[config.mk]
export PLATFORM = sky130hd
export DESIGN_NAME = reg_write_arbiter
export DESIGN_NICKNAME = d
export VERILOG_FILES = /design/src/rtl/reg_arb_pkg.sv /design/src/rtl/rr_pick.sv /design/src/rtl/reg_write_arbiter.sv
export SDC_FILE = /design/constraint.sdc
export NUM_CORES = 1
export LEC_CHECK = 0
export BUFFER_PORTS_ARGS = -buffer_cell sky130_fd_sc_hd__buf_2
export CAP_MARGIN = 0
export CORE_MARGIN = 5
export CORE_UTILIZATION = 25
export CTS_CLUSTER_DIAMETER = 100
export CTS_CLUSTER_SIZE = 25
export DETAILED_ROUTE_END_ITERATION = 7
export PLACE_DENSITY = 0.52
export SLEW_MARGIN = 5
export SYNTH_ARGS = -nofsm -noshare
export SYNTH_HDL_FRONTEND = slang
export SYNTH_HIERARCHICAL = 1
export SYNTH_SLANG_ARGS = --single-unit
[constraint.sdc]
create_clock -name clk -period 2.7 [get_ports clk]
set_input_delay 0.675 -clock clk [delete_from_list [all_inputs] [get_ports clk]]
set_output_delay 0.675 -clock clk [all_outputs]
set_load 0.02 [all_outputs]
[src/rtl/reg_arb_pkg.sv]
// Shared definitions for the round-robin register write arbiter:
// FSM state encoding and a constant-friendly clog2 helper.
package reg_arb_pkg;

  typedef enum logic [1:0] {
    IDLE  = 2'd0,
    LOAD  = 2'd1,
    CLEAR = 2'd2
  } state_e;

  function automatic int clog2(input int n);
    int r;
    r = 0;
    while ((1 << r) < n) r++;
    return r;
  endfunction

endpackage

[src/rtl/rr_pick.sv]
// Combinational round-robin picker: the first set req bit at or after ptr,
// wrapping modulo NREQ, wins.
module rr_pick
  import reg_arb_pkg::*;
#(
  parameter int NREQ = 4,
  parameter int IW   = clog2(NREQ)
) (
  input  logic [NREQ-1:0] req,
  input  logic [IW-1:0]   ptr,
  output logic            valid,
  output logic [IW-1:0]   idx
);

  always_comb begin
    valid = 1'b0;
    idx   = '0;
    for (int k = 0; k < NREQ; k++) begin
      if (!valid && req[(int'(ptr) + k) % NREQ]) begin
        valid = 1'b1;
        idx   = IW'((int'(ptr) + k) % NREQ);
      end
    end
  end

endmodule

[src/rtl/reg_write_arbiter.sv]
// Round-robin write arbiter in front of one shared register; a clear request
// takes priority over pending writes. Outputs are Moore-decoded from state.
module reg_write_arbiter
  import reg_arb_pkg::*;
#(
  parameter  int WIDTH = 8,
  parameter  int NREQ  = 4,
  localparam int IW    = clog2(NREQ)
) (
  input  logic                  clk,
  input  logic                  rst,
  input  logic [NREQ-1:0]       req,
  input  logic [NREQ*WIDTH-1:0] data_in,
  input  logic                  clr,
  output logic [NREQ-1:0]       ack,
  output logic                  clr_ack,
  output logic                  reg_load,
  output logic                  reg_rst,
  output logic [WIDTH-1:0]      reg_data,
  output logic [IW-1:0]         owner,
  output logic                  busy,
  output logic [1:0]            dbg_state
);

  // Handshake: a requester raises req (or clr) with stable data and holds it
  // until the one-cycle ack (clr_ack); it drops the request on the next edge,
  // otherwise the still-high request counts as a new one in the next IDLE.

  state_e            state_q, state_d;
  logic [IW-1:0]     ptr_q, ptr_d;
  logic [IW-1:0]     owner_q, owner_d;
  logic [WIDTH-1:0]  data_q, data_d;
  logic              pick_valid;
  logic [IW-1:0]     pick_idx;

  rr_pick #(.NREQ(NREQ), .IW(IW)) u_pick (
    .req   (req),
    .ptr   (ptr_q),
    .valid (pick_valid),
    .idx   (pick_idx)
  );

  always_ff @(posedge clk) begin
    if (rst) begin
      state_q <= IDLE;
      ptr_q   <= '0;
      owner_q <= '0;
      data_q  <= '0;
    end else begin
      state_q <= state_d;
      ptr_q   <= ptr_d;
      owner_q <= owner_d;
      data_q  <= data_d;
    end
  end

  // Clear is only considered in IDLE, so a clr raised during LOAD waits one
  // cycle and still beats any pending req.
  always_comb begin
    state_d = state_q;
    ptr_d   = ptr_q;
    owner_d = owner_q;
    data_d  = data_q;
    case (state_q)
      IDLE: begin
        if (clr) begin
          state_d = CLEAR;
        end else if (pick_valid) begin
          state_d = LOAD;
          owner_d = pick_idx;
          data_d  = data_in[int'(pick_idx)*WIDTH +: WIDTH];
          ptr_d   = (pick_idx == IW'(NREQ - 1)) ? '0 : pick_idx + 1'b1;
        end
      end
      LOAD:    state_d = IDLE;
      CLEAR:   state_d = IDLE;
      default: state_d = IDLE;
    endcase
  end

  always_comb begin
    ack      = '0;
    reg_load = 1'b0;
    reg_data = '0;
    reg_rst  = 1'b0;
    clr_ack  = 1'b0;
    if (state_q == LOAD) begin
      ack[owner_q] = 1'b1;
      reg_load     = 1'b1;
      reg_data     = data_q;
    end
    if (state_q == CLEAR) begin
      reg_rst = 1'b1;
      clr_ack = 1'b1;
    end
  end

  assign owner     = owner_q;
  assign busy      = (state_q != IDLE);
  assign dbg_state = state_q;

endmodule

After elaboration in Yosys (flattened, before gate mapping)
Index checks and enable logic that the tools add are counted.

$add $sub $neg: 4. Multipliers: 0. Div/mod/pow operators: 0. Order comparisons: 6. Equality and inequality tests: 3. Shift operators: 1. Mux-type cells: 28. Bitwise operators: 5. Reduce and logical (&&, ||, !) cells: 16.

Operators with widths (count): indexed part select 32 x 6 -> 8 bit (1); two-way mux 1 bit (14); two-way mux 2 bit (7); less-than comparator 3 x 4 -> 1 bit (second input constant) (3); binary-select mux 1 bit (select 2 bit) (4); two-way mux 8 bit (1); OR reduction 2 bit (4); less-than comparator 2 x 3 -> 1 bit (second input constant) (2); adder 2 x 1 -> 2 bit (second input constant) (2); adder 2 bit (second input constant) (2); equality test 2 bit (second input constant) (2); logical AND 1 bit (4); two-way mux 4 bit (1); nonzero test 2 bit (2); bitwise AND 1 bit (first input constant) (3); logical NOT 1 bit (3); AND reduction 3 bit (1); OR reduction 3 bit (1); demux 1 bit (select 2 bit) (1); equality test 2 x 1 -> 1 bit (second input constant) (1); >= comparator 2 x 1 -> 1 bit (second input constant) (1); logical NOT 2 bit (1); NOT 1 bit (2).

Register bits: 14. Latch bits: 0. RAM bits: 0. ROM bits: 0. Logic and storage cells: 68. Memories kept: 0.

Longest topological paths before layout
Depth in word-level cells: 16. Gate-level depth with buffers: 7. Depth with buffers taken out: 6.

Cells and area by module
The synthesis kept the hierarchy.

By module, submodules not included: reg_write_arbiter (times used 1, cells an instance 86, area an instance 797.0 µm², sequential area each 280.3 µm²); rr_pick (times used 1, cells an instance 15, area an instance 77.6 µm², sequential area each 0.0 µm²).

Least setup slack after synthesis
OpenSTA, ideal clock, no wires.

Path type: input to register. Start point: input port req[1]. End point: register data_q[0]. Setup time: 119 ps. Arrival: 2051 ps. Required time: 2581 ps. Setup slack: 529 ps. Stages: 7. Path buffers: 1. Path through: inv_1 > a221o_1 > a21oi_1 > buf_4 > mux4_2 > nand2_1 > a21oi_1.

Cells in the longest elaborated chain, start to end: 13. Elaborated cells on any way between the ends: 27. Classes of those cells: shift (1); mux (19); reduce/logical (7).

RTL lines: start: declaration (line reg_write_arbiter.sv:12) `input logic [NREQ-1:0] req,`; binary-select mux 1 bit (select 2 bit) (line rr_pick.sv:19) `if (!valid && req[(int'(ptr) + k) % NREQ]) begin`; two-way mux 1 bit (not written as such) (line rr_pick.sv:19); two-way mux 1 bit (line rr_pick.sv:19); logical NOT 1 bit (line rr_pick.sv:19); logical AND 1 bit (line rr_pick.sv:19); two-way mux 1 bit (line rr_pick.sv:19); logical NOT 1 bit (line rr_pick.sv:19); logical AND 1 bit (line rr_pick.sv:19); two-way mux 1 bit (line rr_pick.sv:19); logical NOT 1 bit (line rr_pick.sv:19); logical AND 1 bit (line rr_pick.sv:19); two-way mux 2 bit (*) (line rr_pick.sv:19); via pick_idx[0] (line reg_write_arbiter.sv:34) `logic [IW-1:0] pick_idx;`; indexed part select 32 x 6 -> 8 bit (*) (line reg_write_arbiter.sv:71) `data_d = data_in[int'(pick_idx)*WIDTH +: WIDTH];`; end signal: assignment (line reg_write_arbiter.sv:53) `data_q <= data_d;`; end: declaration (line reg_write_arbiter.sv:32) `logic [WIDTH-1:0] data_q, data_d;`.

Mark *: on every way through the listed nets, which the timed path passes. The rest lies on a longest branch. The select of a mux whose other input is x is not followed. A chain may end at the register's enable or synchronous reset.

Worst setup path after layout
Start point: register state_q[0], in the netlist dbg_state[0]. End point: output port ack[0].

Cells in the longest elaborated chain, start to end: 2.

RTL lines: start: declaration (line reg_write_arbiter.sv:29) `state_e state_q, state_d;`; start signal: assignment (line reg_write_arbiter.sv:50) `state_q <= state_d;`; equality test 2 x 1 -> 1 bit (line reg_write_arbiter.sv:87) `if (state_q == LOAD) begin`; two-way mux 4 bit (line reg_write_arbiter.sv:87); end: declaration (line reg_write_arbiter.sv:15) `output logic [NREQ-1:0] ack,`.

No other way between the ends.

==> out/qor.txt <==
Outcome: finished clean
Mean number of vias per cell: 4.485
Initial Utilization: 26.00%
Final setup violating endpoints: 0
Rows: 21
HPWL Detailed: 1.997 mm
Critical Path RT: 2.03 ns
Lkg Pwr: 0.0006183 uW
Pwr/cell area: 453.2 mW/mm2
Total number of yosys warnings: 6
Vert. Die Dim: 69.15 um
Hold-fix buffers, CTS: 0
GP Congestion: 0.7068
CP Max Fanout: 13
Synthesized area: 874.6 um2
Final #Nets: 201
Synth unique cells: 25
Critical Path End Type: output port
Fmax: 481.6 MHz
Number of port buffers: 58
Synth Net Count: 141
DRC: 0
Post-synthesis sequential area ratio: 32.05%
Commonest non-fill, non-tap cell in the layout: buf_2
Pin count of the biggest net entering global routing: 15
Worst hold margin: 0.4540 ns
Die area: 0.004781 mm2
Grt ovf: 0
Fin. max-slew vios: 0
Final TNS setup: 0 ns
Area Overhead vs Synth: 43.63%
CTS tree: done
Initial antenna violation count: 0
Worst VDD drop: 137.2 uV
CTS Buf Count: 3
Syn Inst Count: 101
Max clock buf depth: 2
Clock latency on the worst-skew pair: 0.27 ns
Fillers: 376
Synthesized area per cell: 8.659 um2
Arr. time, crit path: 1.40 ns
Total GRT Usage: 10.12%
Post-CTS setup buffer count: 0
Final antenna-violating net count: 0
Critical path class: flip-flop to output port
Skew final: 0.001505 ns
Final WL: 2.462 mm
Yosys reg bits: 14
Fraction of layout cells with a size suffix above 1: 48.75%
Vias in the first global route: 987
Die width: 69.15 um
Post-cts resize count: 0
Startpoint type of the worst setup path: flip-flop
First-pass GRT wire length: 4.112 mm
H-tree levels: 1
1st-pass router iterations: 2
Clk slew on worst S/H paths: 0.09 ns
MaxCap Viol Count: 0
CTS root buffer: clkbuf_4
Core footprint: 0.003363 mm2
Slew margin rel.: 81.94%
Via count: 924
Most frequent cells in the layout: buf_2, nand2_1, a21oi_1
Routed len/inst: 11.95 um
Tcrit/Tclk final: 76.90%
Tmin final: 2.076 ns
DR iter-0 viols: 21
RSZ-0062 raised after global routing: no
Hold Path Class: flip-flop to flip-flop
Worst slew pin tran: 0.2708 ns
Inserted Diodes: 0
Ports: 59
Fin. Hold Viols: 0
Sink Count: 14
==> stage by stage <==
step	cells	utilization, %	worst slack [ns]	area, um2	total power [uW]
after floorplan	101	-	0.5293	874.6	362.9
after global placement	202	36.27	0.3738	1220	420.0
after detailed placement	202	36.27	0.3425	1220	424.8
final	206	37.35	0.6236	1256	569.3
after global routing	206	37.35	0.4608	1256	607.6
after CTS	206	37.35	0.6009	1256	580.5
==> cell families (layout without fill, tap and decap cells) <==
group / after synthesis / after routing / synth area share (%)
compound gates: 19 / 19 / 11.87
fa+ha+maj: 1 / 1 / 1.430
buf+inv: 12 / 71 / 6.579
flops: 14 / 14 / 32.05
mux: 8 / 8 / 20.60
simple gates: 47 / 47 / 27.47
==> metal layers <==
metal / part of all wire, % / vias up / global-route usage (%) / routed length (um)
li1: - / 468 / - / -
met1: 36 / 421 / 10.28 / 898
met2: 55 / 31 / 19.70 / 1360
met3: 6.7 / 4 / 2.035 / 164
met4: 1.5 / 0 / 4.121 / 38
met5: 0 / - / 0 / 0
==> synth_stat cells <==
cell	instances	area (um2)
nand2_1	24	90.09
a21oi_1	16	80.08
dfxtp_1	14	280.3
and2_1	8	50.05
mux4_2	8	180.2
inv_1	4	15.01
buf_4	3	22.52
clkbuf_1	3	11.26
nor2_1	3	11.26
nor2b_1	2	12.51
nor3b_1	2	15.01
a221o_1	1	10.01
and3_1	1	6.260
and3b_1	1	8.760
buf_2	1	5.000
ha_1	1	12.51
inv_2	1	3.750
nand2b_1	1	6.260
nand3_1	1	5.000
nor4b_1	1	8.760
o21ai_0	1	5.000
o221ai_1	1	8.760
or2_2	1	6.260
or3_1	1	6.260
or4b_4	1	13.76
==> cell type report <==
| cell class | count | area, um2 | share of cell area (%) |
|---|---|---|---|
| Multi-Input combinational cell | 75 | 543.0 | 43.23 |
| Timing Repair Buffer | 62 | 320.3 | 25.50 |
| Sequential cell | 14 | 280.3 | 22.31 |
| Tap cell | 46 | 57.56 | 4.582 |
| Clock buffer | 4 | 36.28 | 2.888 |
| Inverter | 5 | 18.77 | 1.494 |
==> critical path: stages, from the launching register on <==
cell     delay, ns
dfxtp_1       0.42
nor2b_1       0.15
buf_4         0.18
nor3b_1       0.18
buf_2         0.19
==> state kept, by name (all words and copies together) (netlist names) <==
register,count
data_q,8
owner,2
dbg_state,2
ptr_q,2
==> where the power goes <==
part           switching [uW]  total [uW]  internal, uW
Sequential               13.0         237           224
Clock                    70.4         152          81.9
Combinational            85.9         180          93.9
==> path summary, 6_finish.rpt <==
check	slack, ns	start	depth (start not counted)	end
max	0.62	dbg_state[0]	4	ack[0]
min reg2reg	0.45	data_q[1]	2	data_q[1]
max reg2reg	0.77	ptr_q[0]	7	data_q[2]
min	0.45	data_q[1]	2	data_q[1]
Power figures use the tool's default switching activity.
